`config.mk`:
```
export PLATFORM = sky130hd
export DESIGN_NAME = ipif_axi_lite_regs
export DESIGN_NICKNAME = d
export VERILOG_FILES = /design/src/rtl/ipif_pkg.sv /design/src/rtl/ipif_axi_lite_regs.sv
export SDC_FILE = /design/constraint.sdc
export NUM_CORES = 1
export LEC_CHECK = 0
export BUFFER_PORTS_ARGS = -buffer_cell sky130_fd_sc_hd__buf_2
export CAP_MARGIN = 20
export CORE_MARGIN = 2
export CORE_UTILIZATION = 50
export DETAILED_ROUTE_END_ITERATION = 10
export PLACE_DENSITY = 0.89
export SLEW_MARGIN = 25
export SYNTH_ARGS = -nofsm -noshare
export SYNTH_HDL_FRONTEND = slang
export SYNTH_SLANG_ARGS = --single-unit
```
`constraint.sdc`:
```
create_clock -name bus_clk -period 5.25 [get_ports bus_clk]
set_input_delay 0.2625 -clock bus_clk [delete_from_list [all_inputs] [get_ports bus_clk]]
set_output_delay 0.2625 -clock bus_clk [all_outputs]
set_load 0.005 [all_outputs]
```
`src/rtl/ipif_pkg.sv`:
```
// Shared types and helpers for the IPIF AXI4-Lite register bank.
// Holds response codes, the read/write FSM states and the byte-strobe merge.
package ipif_pkg;

  localparam logic [1:0] RESP_OKAY   = 2'b00;
  localparam logic [1:0] RESP_SLVERR = 2'b10;

  // Widest data bus supported; narrower buses zero-extend into the merge helper.
  localparam int MAX_W = 64;

  typedef enum logic {W_IDLE, W_RESP} wr_state_t;
  typedef enum logic {R_IDLE, R_DATA} rd_state_t;

  function automatic logic [MAX_W-1:0] strb_merge(input logic [MAX_W-1:0]   old,
                                                  input logic [MAX_W-1:0]   wdata,
                                                  input logic [MAX_W/8-1:0] wstrb);
    logic [MAX_W-1:0] res;
    res = old;
    for (int b = 0; b < MAX_W/8; b++) begin
      if (wstrb[b]) res[b*8 +: 8] = wdata[b*8 +: 8];
    end
    return res;
  endfunction

endpackage

```
`src/rtl/ipif_axi_lite_regs.sv`:
```
// AXI4-Lite slave register bank: N_REG control words out on params_from_bus,
// read-only words sourced from params_to_bus, one-cycle write strobes per register.
module ipif_axi_lite_regs
  import ipif_pkg::*;
#(
  parameter int C_S_AXI_DATA_WIDTH = 32,
  parameter int C_S_AXI_ADDR_WIDTH = 8,
  parameter int N_REG              = 2,
  parameter logic [N_REG*C_S_AXI_DATA_WIDTH-1:0] REG_RESET = '0,
  parameter logic [N_REG-1:0] RO_MASK = '0
) (
  input  logic                                  bus_clk,
  input  logic                                  bus_rst,
  input  logic [C_S_AXI_ADDR_WIDTH-1:0]         s_axi_awaddr,
  input  logic                                  s_axi_awvalid,
  output logic                                  s_axi_awready,
  input  logic [C_S_AXI_DATA_WIDTH-1:0]         s_axi_wdata,
  input  logic [C_S_AXI_DATA_WIDTH/8-1:0]       s_axi_wstrb,
  input  logic                                  s_axi_wvalid,
  output logic                                  s_axi_wready,
  output logic [1:0]                            s_axi_bresp,
  output logic                                  s_axi_bvalid,
  input  logic                                  s_axi_bready,
  input  logic [C_S_AXI_ADDR_WIDTH-1:0]         s_axi_araddr,
  input  logic                                  s_axi_arvalid,
  output logic                                  s_axi_arready,
  output logic [C_S_AXI_DATA_WIDTH-1:0]         s_axi_rdata,
  output logic [1:0]                            s_axi_rresp,
  output logic                                  s_axi_rvalid,
  input  logic                                  s_axi_rready,
  output logic [N_REG*C_S_AXI_DATA_WIDTH-1:0]   params_from_bus,
  input  logic [N_REG*C_S_AXI_DATA_WIDTH-1:0]   params_to_bus,
  output logic [N_REG-1:0]                      wr_pulse
);

  localparam int W        = C_S_AXI_DATA_WIDTH;
  localparam int AW       = C_S_AXI_ADDR_WIDTH;
  localparam int ADDR_LSB = $clog2(W/8);

  // Keeps all readies low until the first edge after reset is released.
  logic init_q;

  logic            aw_held_q, aw_held_d;
  logic [AW-1:0]   awaddr_q, awaddr_d;
  logic            w_held_q, w_held_d;
  logic [W-1:0]    wdata_q, wdata_d;
  logic [W/8-1:0]  wstrb_q, wstrb_d;
  wr_state_t       wr_state_q, wr_state_d;
  logic [1:0]      bresp_q, bresp_d;
  logic [N_REG-1:0] wr_pulse_q, wr_pulse_d;
  logic [N_REG*W-1:0] regs_q, regs_d;

  rd_state_t       rd_state_q, rd_state_d;
  logic [W-1:0]    rdata_q, rdata_d;
  logic [1:0]      rresp_q, rresp_d;

  logic            aw_fire, w_fire, ar_fire;
  logic [AW-1:0]   c_addr, widx, ridx;
  logic [W-1:0]    c_wdata;
  logic [W/8-1:0]  c_wstrb;

  assign s_axi_bvalid    = (wr_state_q == W_RESP);
  assign s_axi_rvalid    = (rd_state_q == R_DATA);
  assign s_axi_awready   = init_q && !aw_held_q && !s_axi_bvalid;
  assign s_axi_wready    = init_q && !w_held_q && !s_axi_bvalid;
  assign s_axi_arready   = init_q && (rd_state_q == R_IDLE);
  assign s_axi_bresp     = bresp_q;
  assign s_axi_rdata     = rdata_q;
  assign s_axi_rresp     = rresp_q;
  assign params_from_bus = regs_q;
  assign wr_pulse        = wr_pulse_q;

  assign aw_fire = s_axi_awvalid && s_axi_awready;
  assign w_fire  = s_axi_wvalid && s_axi_wready;
  assign ar_fire = s_axi_arvalid && s_axi_arready;

  // A channel arriving this cycle is used directly, so same-cycle AW+W commits at once.
  assign c_addr  = aw_held_q ? awaddr_q : s_axi_awaddr;
  assign c_wdata = w_held_q ? wdata_q : s_axi_wdata;
  assign c_wstrb = w_held_q ? wstrb_q : s_axi_wstrb;
  assign widx    = c_addr >> ADDR_LSB;
  assign ridx    = s_axi_araddr >> ADDR_LSB;

  always_comb begin
    aw_held_d  = aw_held_q;
    awaddr_d   = awaddr_q;
    w_held_d   = w_held_q;
    wdata_d    = wdata_q;
    wstrb_d    = wstrb_q;
    wr_state_d = wr_state_q;
    bresp_d    = bresp_q;
    wr_pulse_d = '0;
    regs_d     = regs_q;
    if (aw_fire) begin
      aw_held_d = 1'b1;
      awaddr_d  = s_axi_awaddr;
    end
    if (w_fire) begin
      w_held_d = 1'b1;
      wdata_d  = s_axi_wdata;
      wstrb_d  = s_axi_wstrb;
    end
    case (wr_state_q)
      W_IDLE: begin
        if ((aw_held_q || aw_fire) && (w_held_q || w_fire)) begin
          aw_held_d  = 1'b0;
          w_held_d   = 1'b0;
          wr_state_d = W_RESP;
          bresp_d    = RESP_SLVERR;
          for (int i = 0; i < N_REG; i++) begin
            if (32'(widx) == i) begin
              bresp_d = RESP_OKAY;
              if (!RO_MASK[i]) begin
                regs_d[i*W +: W] = W'(strb_merge(MAX_W'(regs_q[i*W +: W]), MAX_W'(c_wdata),
                                                 (MAX_W/8)'(c_wstrb)));
                wr_pulse_d[i]    = 1'b1;
              end
            end
          end
        end
      end
      W_RESP: if (s_axi_bready) wr_state_d = W_IDLE;
    endcase
  end

  // Read data is sampled from regs_q, so a read racing a commit sees the old value.
  always_comb begin
    rd_state_d = rd_state_q;
    rdata_d    = rdata_q;
    rresp_d    = rresp_q;
    case (rd_state_q)
      R_IDLE: begin
        if (ar_fire) begin
          rd_state_d = R_DATA;
          rdata_d    = '0;
          rresp_d    = RESP_SLVERR;
          for (int i = 0; i < N_REG; i++) begin
            if (32'(ridx) == i) begin
              rresp_d = RESP_OKAY;
              rdata_d = RO_MASK[i] ? params_to_bus[i*W +: W] : regs_q[i*W +: W];
            end
          end
        end
      end
      R_DATA: if (s_axi_rready) rd_state_d = R_IDLE;
    endcase
  end

  always_ff @(posedge bus_clk or posedge bus_rst) begin
    if (bus_rst) begin
      init_q     <= 1'b0;
      aw_held_q  <= 1'b0;
      awaddr_q   <= '0;
      w_held_q   <= 1'b0;
      wdata_q    <= '0;
      wstrb_q    <= '0;
      wr_state_q <= W_IDLE;
      bresp_q    <= RESP_OKAY;
      wr_pulse_q <= '0;
      regs_q     <= REG_RESET;
      rd_state_q <= R_IDLE;
      rdata_q    <= '0;
      rresp_q    <= RESP_OKAY;
    end else begin
      init_q     <= 1'b1;
      aw_held_q  <= aw_held_d;
      awaddr_q   <= awaddr_d;
      w_held_q   <= w_held_d;
      wdata_q    <= wdata_d;
      wstrb_q    <= wstrb_d;
      wr_state_q <= wr_state_d;
      bresp_q    <= bresp_d;
      wr_pulse_q <= wr_pulse_d;
      regs_q     <= regs_d;
      rd_state_q <= rd_state_d;
      rdata_q    <= rdata_d;
      rresp_q    <= rresp_d;
    end
  end

endmodule
```
==> out/qor.txt <==
Simple-Gate Fraction of Synth Area: 6.18%
Critical R2R Launch: aw_held_q
Register-to-Register Setup Slack: 2.53 ns
cts bufs inserted: 17
nets: 741
RSZ-0062 raised after global routing: no
final worst setup slack: 2.53 ns
EDFF count, synth: 0
CP Capture Type: flop
post-synth top area share: 55.8%
post-CTS resize count: 0
Setup TNS Final: 0 ns
fin. max-slew vios: 0
#FFs+latches synth: 147
max cap viols: 0
register area share after synthesis: 55.8%
total gr overflow: 0
Max-slew headroom: 34.4%
top cells by instance count after synthesis: 147 x dfrtp_1, 98 x mux2_2, 40 x mux2_4
critical path required time: 5.55 ns
CP arrival: 3.02 ns
Ports: 230
setup bufs post-CTS: 0
chip height: 119 um
Max H-tree Level: 4
Max clock buf depth: 2
asr flop ratio synth: 100%
post-place setup slack: 2.54 ns
Critical Path Source Type: flop
TritonCTS clock tree: built
IO Port Bufs: 159
drt pass-1 iters: 4
CTS clk-pin slew, worst paths: 0.06 ns
Mapped Area: 6600 sq um
Ant. Diodes: 0
Critical Path Source: aw_held_q
area leader, netlist: dfrtp_1
Peak VDD IR: 0.000278 V
pwr dens: 464 nW/um^2
final clock skew: 0.00968 ns
gpl congestion: 0.781
final hold violations: 0
Chip Width: 119 um
post-synthesis xor/xnor area fraction: 0%
initial core utilization: 51.7%
area grow syn2layout: 23.3%
Post-DP HPWL: 10,000 um
CP max FO: 10
Synth area leaders: dfrtp_1 56%, mux2_2 17%, mux2_4 9.1%
Worst-Margin Slew: 0.985 ns
synthesized area per cell: 14.2 sq um
leakage: 4.17 nW
setup violators final: 0
core area: 12,800 sq um
Synth Area in Compound Gates: 3.62%
initial antenna violation count: 0
row count: 41
vias in the first global route: 4,584
Sink Count: 147
gr usage total: 21.8%
most instantiated library cell after synthesis: dfrtp_1
residual DRC count: 0
reg2reg end: params_from_bus[17]
first-pass GRT wire length: 23,900 um
adder-cell area share of the yosys netlist: 0%
pin count of the biggest net entering global routing: 103
clk_lat worst skew: 0.42 ns
post-synthesis mux area share: 31.6%
Hold Crit Class: primary input to async pin
post-route ant nets: 0
DR vias/cell: 5.32
CTS root buf: clkbuf_16
die area: 14,100 sq um
Netlist cell types: 32
Gate Count Post-Synth: 464
yosys synthesis warning count: 0
crit share post-route: 51.8%
Hold Buf Count CTS: 0
total power: 0.00378 W
f_max: 0.367 GHz
routed via count: 4,269
layout cell share with drive strength beyond 1: 54.8%
Main synth FF type: dfrtp_1
status: complete, no violations
min cycle time layout: 2.72 ns
worst-case reg-to-reg path depth: 4
post-DR wirelength/cell: 18.4 um
Setup CP Type: flop to flop
largest family of logic cells by synthesized area: multiplexers
Iter 0 DRT Violations: 227
final wirelength: 14,800 um
final cells by class:
cell class                 instances  area (sq um)
tap                              172           215
multi-input combinational        285          2750
clock buffer                      24           502
timing repair buffer             162           821
fill                             967          4640
inverter                           5          23.8
clock inverter                     8           148
sequential                       147          3680
worst max-delay path by stage:
stage | to | slack (ns) | depth (start not counted)
4_1_cts | params_from_bus[17] | 2.49 | 4
5_1_grt | params_from_bus[17] | 2.43 | 4
3_3_place_gp | params_from_bus[17] | 2.56 | 4
2_1_floorplan | aw_held_q | 1.04 | 1
3_5_place_dp | params_from_bus[17] | 2.54 | 4
6_report | params_from_bus[17] | 2.53 | 4
report_power, final:
group / internal [W] / leakage, nW / switching [W]
sequential: 0.00141 / 1.94 / 0.000198
combinational: 0.000496 / 1.92 / 0.000372
clock: 0.000858 / 0.309 / 0.000445
placed cells by master (no fill, tap or decap), types with 4 or more instances in the layout:
cell type	netlist	final
mux2i_1	36	36
nor2_1	4	4
nor4_4	5	5
clkbuf_8	0	5
buf_2	4	158
dfrtp_1	147	146
mux2_2	98	98
buf_4	3	4
or4_1	5	5
nand2_1	37	37
o21ai_0	36	36
bufinv_16	0	4
clkbuf_16	0	17
mux2_4	40	40
state kept, by name, summed over array words and instances (netlist names), 2 cells and up:
register,count
params_from_bus,64
s_axi_rdata,32
wdata_q,32
awaddr_q,6
wstrb_q,4
wr_pulse,2
layer usage:
layer  GRT usage, %  routed length [um]  vias to the layer above
li1               -                   -                     1945
met1           27.5                6270                     2183
met2           37.3                7650                      119
met3           4.12                 558                       22
met4           8.71                 292                        0
met5              0                   0                        -
worst max-delay path, stage by stage, from the launching register on:
cell	delay, ns
dfrtp_1	0.63
mux2i_4	0.57
inv_2	0.13
or4_1	0.85
mux2_4	0.41
stage by stage:
| stage | cell area, sq um | utilization, % | hold WS, ns | instances |
|---|---|---|---|---|
| floorplan | 6600 | - | 0.359 | 465 |
| global placement | 7480 | 58.6 | 0.449 | 771 |
| detailed placement | 7480 | 58.6 | 0.466 | 771 |
| CTS | 8130 | 63.7 | 0.0160 | 803 |
| global route | 8140 | 63.7 | 0.0291 | 803 |
| finish | 8140 | 63.7 | 0.0288 | 803 |
cell families after synthesis:
| family | after synthesis |
|---|---|
| flip-flops | 147 |
| AO/OA/AOI/OAI | 43 |
| AND/OR/NAND/NOR | 64 |
| other | 2 |
| multiplexers | 175 |
| buffers and inverters | 33 |
Note: power is estimated with default switching activity, not from simulation.
